--- config.mk ---
export PLATFORM = sky130hd
export DESIGN_NAME = bounded_updown_counter
export DESIGN_NICKNAME = d
export VERILOG_FILES = /design/src/rtl/counter_pkg.sv /design/src/rtl/updown_next_calc.sv /design/src/rtl/bounded_updown_counter.sv
export SDC_FILE = /design/constraint.sdc
export NUM_CORES = 1
export LEC_CHECK = 0
export CORE_UTILIZATION = 35
export DETAILED_ROUTE_END_ITERATION = 10
export PLACE_DENSITY = 0.65
export SYNTH_ARGS = -nofsm -noshare
export SYNTH_HDL_FRONTEND = slang
export SYNTH_SLANG_ARGS = --single-unit
export TNS_END_PERCENT = 20
--- constraint.sdc ---
create_clock -name clk -period 2.5 [get_ports clk]
set_input_delay 0.5 -clock clk [delete_from_list [all_inputs] [get_ports clk]]
set_output_delay 0.5 -clock clk [all_outputs]
set_load 0.005 [all_outputs]
--- src/rtl/counter_pkg.sv ---
// Shared definitions for the bounded up/down counter: overflow-mode encodings
// and the next-value/event record produced by the next-state calculator.
package counter_pkg;

    localparam int MODE_WRAP = 0;
    localparam int MODE_SAT  = 1;

    // Widest counter supported; next_q is zero-extended up to this width.
    localparam int CNT_MAX_W = 32;

    typedef struct packed {
        logic [CNT_MAX_W-1:0] next_q;
        logic                 ovf;
        logic                 udf;
    } next_t;

endpackage

--- src/rtl/updown_next_calc.sv ---
// Combinational next-value calculator: one step up or down against runtime
// lo/hi limits, flagging overflow/underflow and applying wrap or saturate.
module updown_next_calc
    import counter_pkg::*;
#(
    parameter int WIDTH = 4,
    parameter int MODE  = MODE_WRAP
) (
    input  logic [WIDTH-1:0] i_q,
    input  logic [WIDTH-1:0] i_step,
    input  logic [WIDTH-1:0] i_lo,
    input  logic [WIDTH-1:0] i_hi,
    input  logic             i_up,
    output next_t            o_res
);

    logic [WIDTH:0] w_sum;
    logic [WIDTH:0] w_diff;
    logic           w_step_nz;
    logic           w_ovf;
    logic           w_udf;
    logic [WIDTH-1:0] w_val;

    // One extra bit keeps the carry on the way up and the sign on the way down.
    assign w_sum     = {1'b0, i_q} + {1'b0, i_step};
    assign w_diff    = {1'b0, i_q} - {1'b0, i_step};
    assign w_step_nz = |i_step;

    assign w_ovf = i_up  && w_step_nz && (w_sum > {1'b0, i_hi});
    assign w_udf = !i_up && w_step_nz && ($signed(w_diff) < $signed({1'b0, i_lo}));

    always_comb begin
        w_val = i_up ? w_sum[WIDTH-1:0] : w_diff[WIDTH-1:0];
        if (w_ovf) begin
            w_val = (MODE == MODE_SAT) ? i_hi : i_lo;
        end else if (w_udf) begin
            w_val = (MODE == MODE_SAT) ? i_lo : i_hi;
        end
    end

    assign o_res.next_q = CNT_MAX_W'(w_val);
    assign o_res.ovf    = w_ovf;
    assign o_res.udf    = w_udf;

endmodule

--- src/rtl/bounded_updown_counter.sv ---
// Loadable up/down counter with runtime limits and step, wrap or saturate at
// the limits, and registered event pulses plus sticky overflow/underflow flags.
module bounded_updown_counter
    import counter_pkg::*;
#(
    parameter int               WIDTH    = 4,
    parameter logic [WIDTH-1:0] RST_VAL  = '0,
    parameter int               SATURATE = MODE_WRAP
) (
    input  logic             clk,
    input  logic             rst,
    input  logic             en,
    input  logic             load,
    input  logic [WIDTH-1:0] d,
    input  logic             countup,
    input  logic             countdown,
    input  logic [WIDTH-1:0] step,
    input  logic [WIDTH-1:0] lo,
    input  logic [WIDTH-1:0] hi,
    input  logic             clr_flags,
    output logic [WIDTH-1:0] q,
    output logic             at_hi,
    output logic             at_lo,
    output logic             ovf_pulse,
    output logic             udf_pulse,
    output logic             ovf_sticky,
    output logic             udf_sticky
);

    logic [WIDTH-1:0] r_q;
    logic             r_ovf_pulse;
    logic             r_udf_pulse;
    logic             r_ovf_sticky;
    logic             r_udf_sticky;

    next_t            w_res;
    logic             w_count;
    logic             w_ovf_evt;
    logic             w_udf_evt;

    // Up wins when both directions are requested.
    updown_next_calc #(
        .WIDTH (WIDTH),
        .MODE  (SATURATE)
    ) u_next_calc (
        .i_q    (r_q),
        .i_step (step),
        .i_lo   (lo),
        .i_hi   (hi),
        .i_up   (countup),
        .o_res  (w_res)
    );

    generate
        if (WIDTH < CNT_MAX_W) begin : g_ext_check
            always_comb assert (w_res.next_q[CNT_MAX_W-1:WIDTH] == '0);
        end
    endgenerate

    assign w_count   = en && (countup || countdown);
    assign w_ovf_evt = !load && w_count && w_res.ovf;
    assign w_udf_evt = !load && w_count && w_res.udf;

    always_ff @(posedge clk or posedge rst) begin
        if (rst) begin
            r_q          <= RST_VAL;
            r_ovf_pulse  <= 1'b0;
            r_udf_pulse  <= 1'b0;
            r_ovf_sticky <= 1'b0;
            r_udf_sticky <= 1'b0;
        end else begin
            if (load) begin
                r_q <= d;
            end else if (w_count) begin
                r_q <= w_res.next_q[WIDTH-1:0];
            end

            r_ovf_pulse <= w_ovf_evt;
            r_udf_pulse <= w_udf_evt;

            // A new event beats a simultaneous clear.
            if (w_ovf_evt) begin
                r_ovf_sticky <= 1'b1;
            end else if (clr_flags) begin
                r_ovf_sticky <= 1'b0;
            end

            if (w_udf_evt) begin
                r_udf_sticky <= 1'b1;
            end else if (clr_flags) begin
                r_udf_sticky <= 1'b0;
            end
        end
    end

    assign q          = r_q;
    assign at_hi      = (r_q == hi);
    assign at_lo      = (r_q == lo);
    assign ovf_pulse  = r_ovf_pulse;
    assign udf_pulse  = r_udf_pulse;
    assign ovf_sticky = r_ovf_sticky;
    assign udf_sticky = r_udf_sticky;

endmodule

==> flow_summary_export.csv <==
group,metric,value,unit
sta,final-setup-viol-count,5,
floorplanning,die_y,57.1,µm
clock_tree,cts_tree,"built",
status,outcome,"complete, but fails checks",
sta,max_freq,357,MHz
clock_tree,htreeDepth,1,
global_routing,grt_max_degree,11,
flow_run,maxCapViolations,0,
finish,final_common_cell,"buf_4",
clock_tree,cts_buffers,3,
routing,routedWlPerCell,15.4,µm
global_routing,grt_pass1_wl,5.84,mm
routing,drcViolationCount,2,
floorplanning,die_x,57.1,µm
worst_setup_path,end_kind,"flop",
clock_tree,insertion_delay,0.25,ns
placement,dp.cells,218,
power,swShare,41.1,%
finish,final_cells,226,
global_routing,grt.overflow.total,0,
sta,finalMaxSlewViolations,0,
worst_setup_path,cp_data_required_time,2.63,ns
finish,stdcell_area,1810,µm²
sta,worstMarginPinSlew,0.358,ns
finish,antenna_cells,0,
routing,ant_nets,0,
clock_tree,cts_root_buf,"clkbuf_4",
synth,ys_warn_count,0,
finish,drive_gt1_share,36.9,%
worst_setup_path,worstSetupPathType,"reg2reg",
worst_setup_path,critPathBufInv,1,
placement,dp_hpwl,2.72,mm
synth,synthCells,124,
sta,rsz0062_at_grt,"true",
sta,finClkSkew,0.000306,ns
sta,relSlewSlack,76.1,%
worst_setup_path,rrSetupSlack,-0.30,ns
synth,synthArstFlopShare,100,%
placement,postPlaceCellArea,1680,µm²
routing,vias,1153,
sta,fin_crit,2.80,ns
power,power_density,580,nW/µm²
worst_setup_path,path_cells,"ha_4, fa_2, xnor2_1, ha_1, a211oi_2, o21ai_2, a211oi_4, buf_4, nor2_4, a221oi_2, o21ai_1",
synth,ys_seq_area_share,18.9,%
power,seqPwrFrac,16.4,%
routing,drt_wl_total,3.48,mm
status,violations,"design-rule violations, negative setup slack",
worst_setup_path,critPathSlowestCell,"dfrtp_2",
worst_setup_path,r2r_start,"q[0]$_DFFE_PP0P_",
synth,ys_types,36,
global_routing,grt_util_all_layers,23.6,%
hold_path,hold_class,"in2async",
floorplanning,rows,19,
synth,syn_area_per_cell,8.56,µm²
power,p_clk_share,9.6,%
sta,setup_ws,-0.301,ns
clock_tree,clockBufferDepth,2,
power,vdd_drop_max,0.333,mV
floorplanning,initial_utilization,37.8,%
sta,finalCritPeriodShare,112,%
finish,mostFrequentLayoutCells,"buf_4 (38), clkdlybuf4s50_1 (26), inv_1 (16)",
worst_setup_path,reg2regPathDepth,11,
synth,synthFlopType,"dfrtp_1",
sta,holdWs,0.491,ns
placement,routabilityCongestion,0.838,
clock_tree,holdBufCountCts,0,
routing,viasPerCell,5.10,
clock_tree,cts_sinks,8,
floorplanning,ioPinCount,33,
worst_setup_path,slowest_delay,0.45,ns
routing,first_pass_iters,7,
synth,synthesis.area,1060,µm²
power,p_switching,0.432,mW
sta,hold_viol,0,
finish,layout.nets,237,
routing,drtIter0Drc,44,
clock_tree,clk_pin_slew_worst_paths,0.06,ns
worst_setup_path,cp_num_cells,11,
worst_setup_path,path_delay_family,"compound AO/OA/AOI/OAI gates",
worst_setup_path,crit_fanout,5,
floorplanning,core_area,2810,µm²
power,leakage,0.867,nW
synth,synth-seq-cells,8,
power,p_int,0.619,mW
finish,syn2layout_area_growth,70.8,%
worst_setup_path,cp.arrival,2.93,ns
floorplanning,die-area,3260,µm²
worst_setup_path,cp-startpoint,"q[0]$_DFFE_PP0P_",
global_routing,grt_pass1_vias,1290,
power,p_comb_share,74.0,%
global_routing,antenna_found_initial,0,
placement,portBuffers,32,
worst_setup_path,crit_path_start_kind,"flop",
synth,syn_nets,164,
synth,synth_edf_count,0,
## path summary, 6_finish.rpt
| kind | end |
|---|---|
| hold reg to reg | ovf_sticky$_DFFE_PP0P_ |
| setup / recovery | q[3]$_DFFE_PP0P_ |
| hold / removal | udf_pulse$_DFF_PP0_ |
| max in group asynchronous | q[1]$_DFFE_PP0P_ |
| min in group clk | ovf_sticky$_DFFE_PP0P_ |
| setup reg to reg | q[3]$_DFFE_PP0P_ |
## through the flow
stage	TNS, ns	power (mW)	util [%]	setup WS [ns]
4_1_cts	-0.882	1.02	64.3	-0.244
3_5_place_dp	-5.89	0.840	59.9	-0.903
5_1_grt	-1.75	1.12	64.6	-0.436
2_1_floorplan	-0.509	0.540	-	-0.128
6_report	-1.14	1.05	64.6	-0.301
3_3_place_gp	-5.30	0.817	59.9	-0.853
## cells in the mapped netlist, drive strengths merged, types with 3 or more instances
library cell / number / area share (%)
nor4: 3 / 2.4
nand2: 12 / 4.5
o21ai: 8 / 4.1
inv: 19 / 6.7
nor2: 10 / 4.2
dfrtp: 8 / 19
a221o: 3 / 2.8
a21oi: 8 / 4.1
ha: 15 / 18
xor2: 12 / 9.9
buf: 3 / 1.9
## worst register-to-register path, delay by kind of cell (launching register included)
kind | cells | cell delay, ns
AOI/OAI and AO/OA | 5 | 0.98
adders and majority gates | 3 | 0.87
DFF | 1 | 0.45
buffers and inverters | 1 | 0.17
xor gates and xnor gates | 1 | 0.14
and+or+nand+nor | 1 | 0.05
## cells by family after synthesis
family	after synthesis	synth area share [%]
AO/OA/AOI/OAI	31	23.3
AND/OR/NAND/NOR	29	13.9
buffers and inverters	23	8.96
adder cells (fa/ha/maj)	17	21.5
XOR/XNOR	14	11.6
flip-flops	8	18.9
multiplexers	2	1.89
## final cells by class
type | instances | area (µm²)
clock buffers | 3 | 22.5
inverters | 19 | 71.3
flip-flops and latches | 8 | 203
fillers | 249 | 993
repair buffers | 72 | 617
well taps | 31 | 38.8
multi-input cells | 93 | 860
## flip-flops by register name, summed over array words and instances (netlist names)
signal and count:
ovf_pulse 1, ovf_sticky 1, q 4, udf_pulse 1, udf_sticky 1
## power groups by stage
stage               Combinational (mW)  Clock (mW)  Sequential (mW)
floorplan                        0.361           0            0.179
global placement                 0.650           0            0.167
detailed placement               0.673           0            0.167
CTS                              0.750       0.101            0.170
global route                     0.842       0.108            0.174
finish                           0.777       0.101            0.172
## timing repair
action | 4_1_cts | 5_1_grt
setup endpoints to repair | 9 | 9
buffers inserted | 5 | 1
gates cloned | 0 | 0
pin swaps | 13 | 5
gates resized for setup | 25 | 4
## per-layer routing
layer  vias up  part of all wire (%)  track usage, %
met5         -                     0               0
met4         0                   2.9            12.2
met3        11                   2.6            3.40
met2        32                    49            39.8
met1       537                    46            29.2
li1        573                     -               -
(Power assumes the default switching activity.)
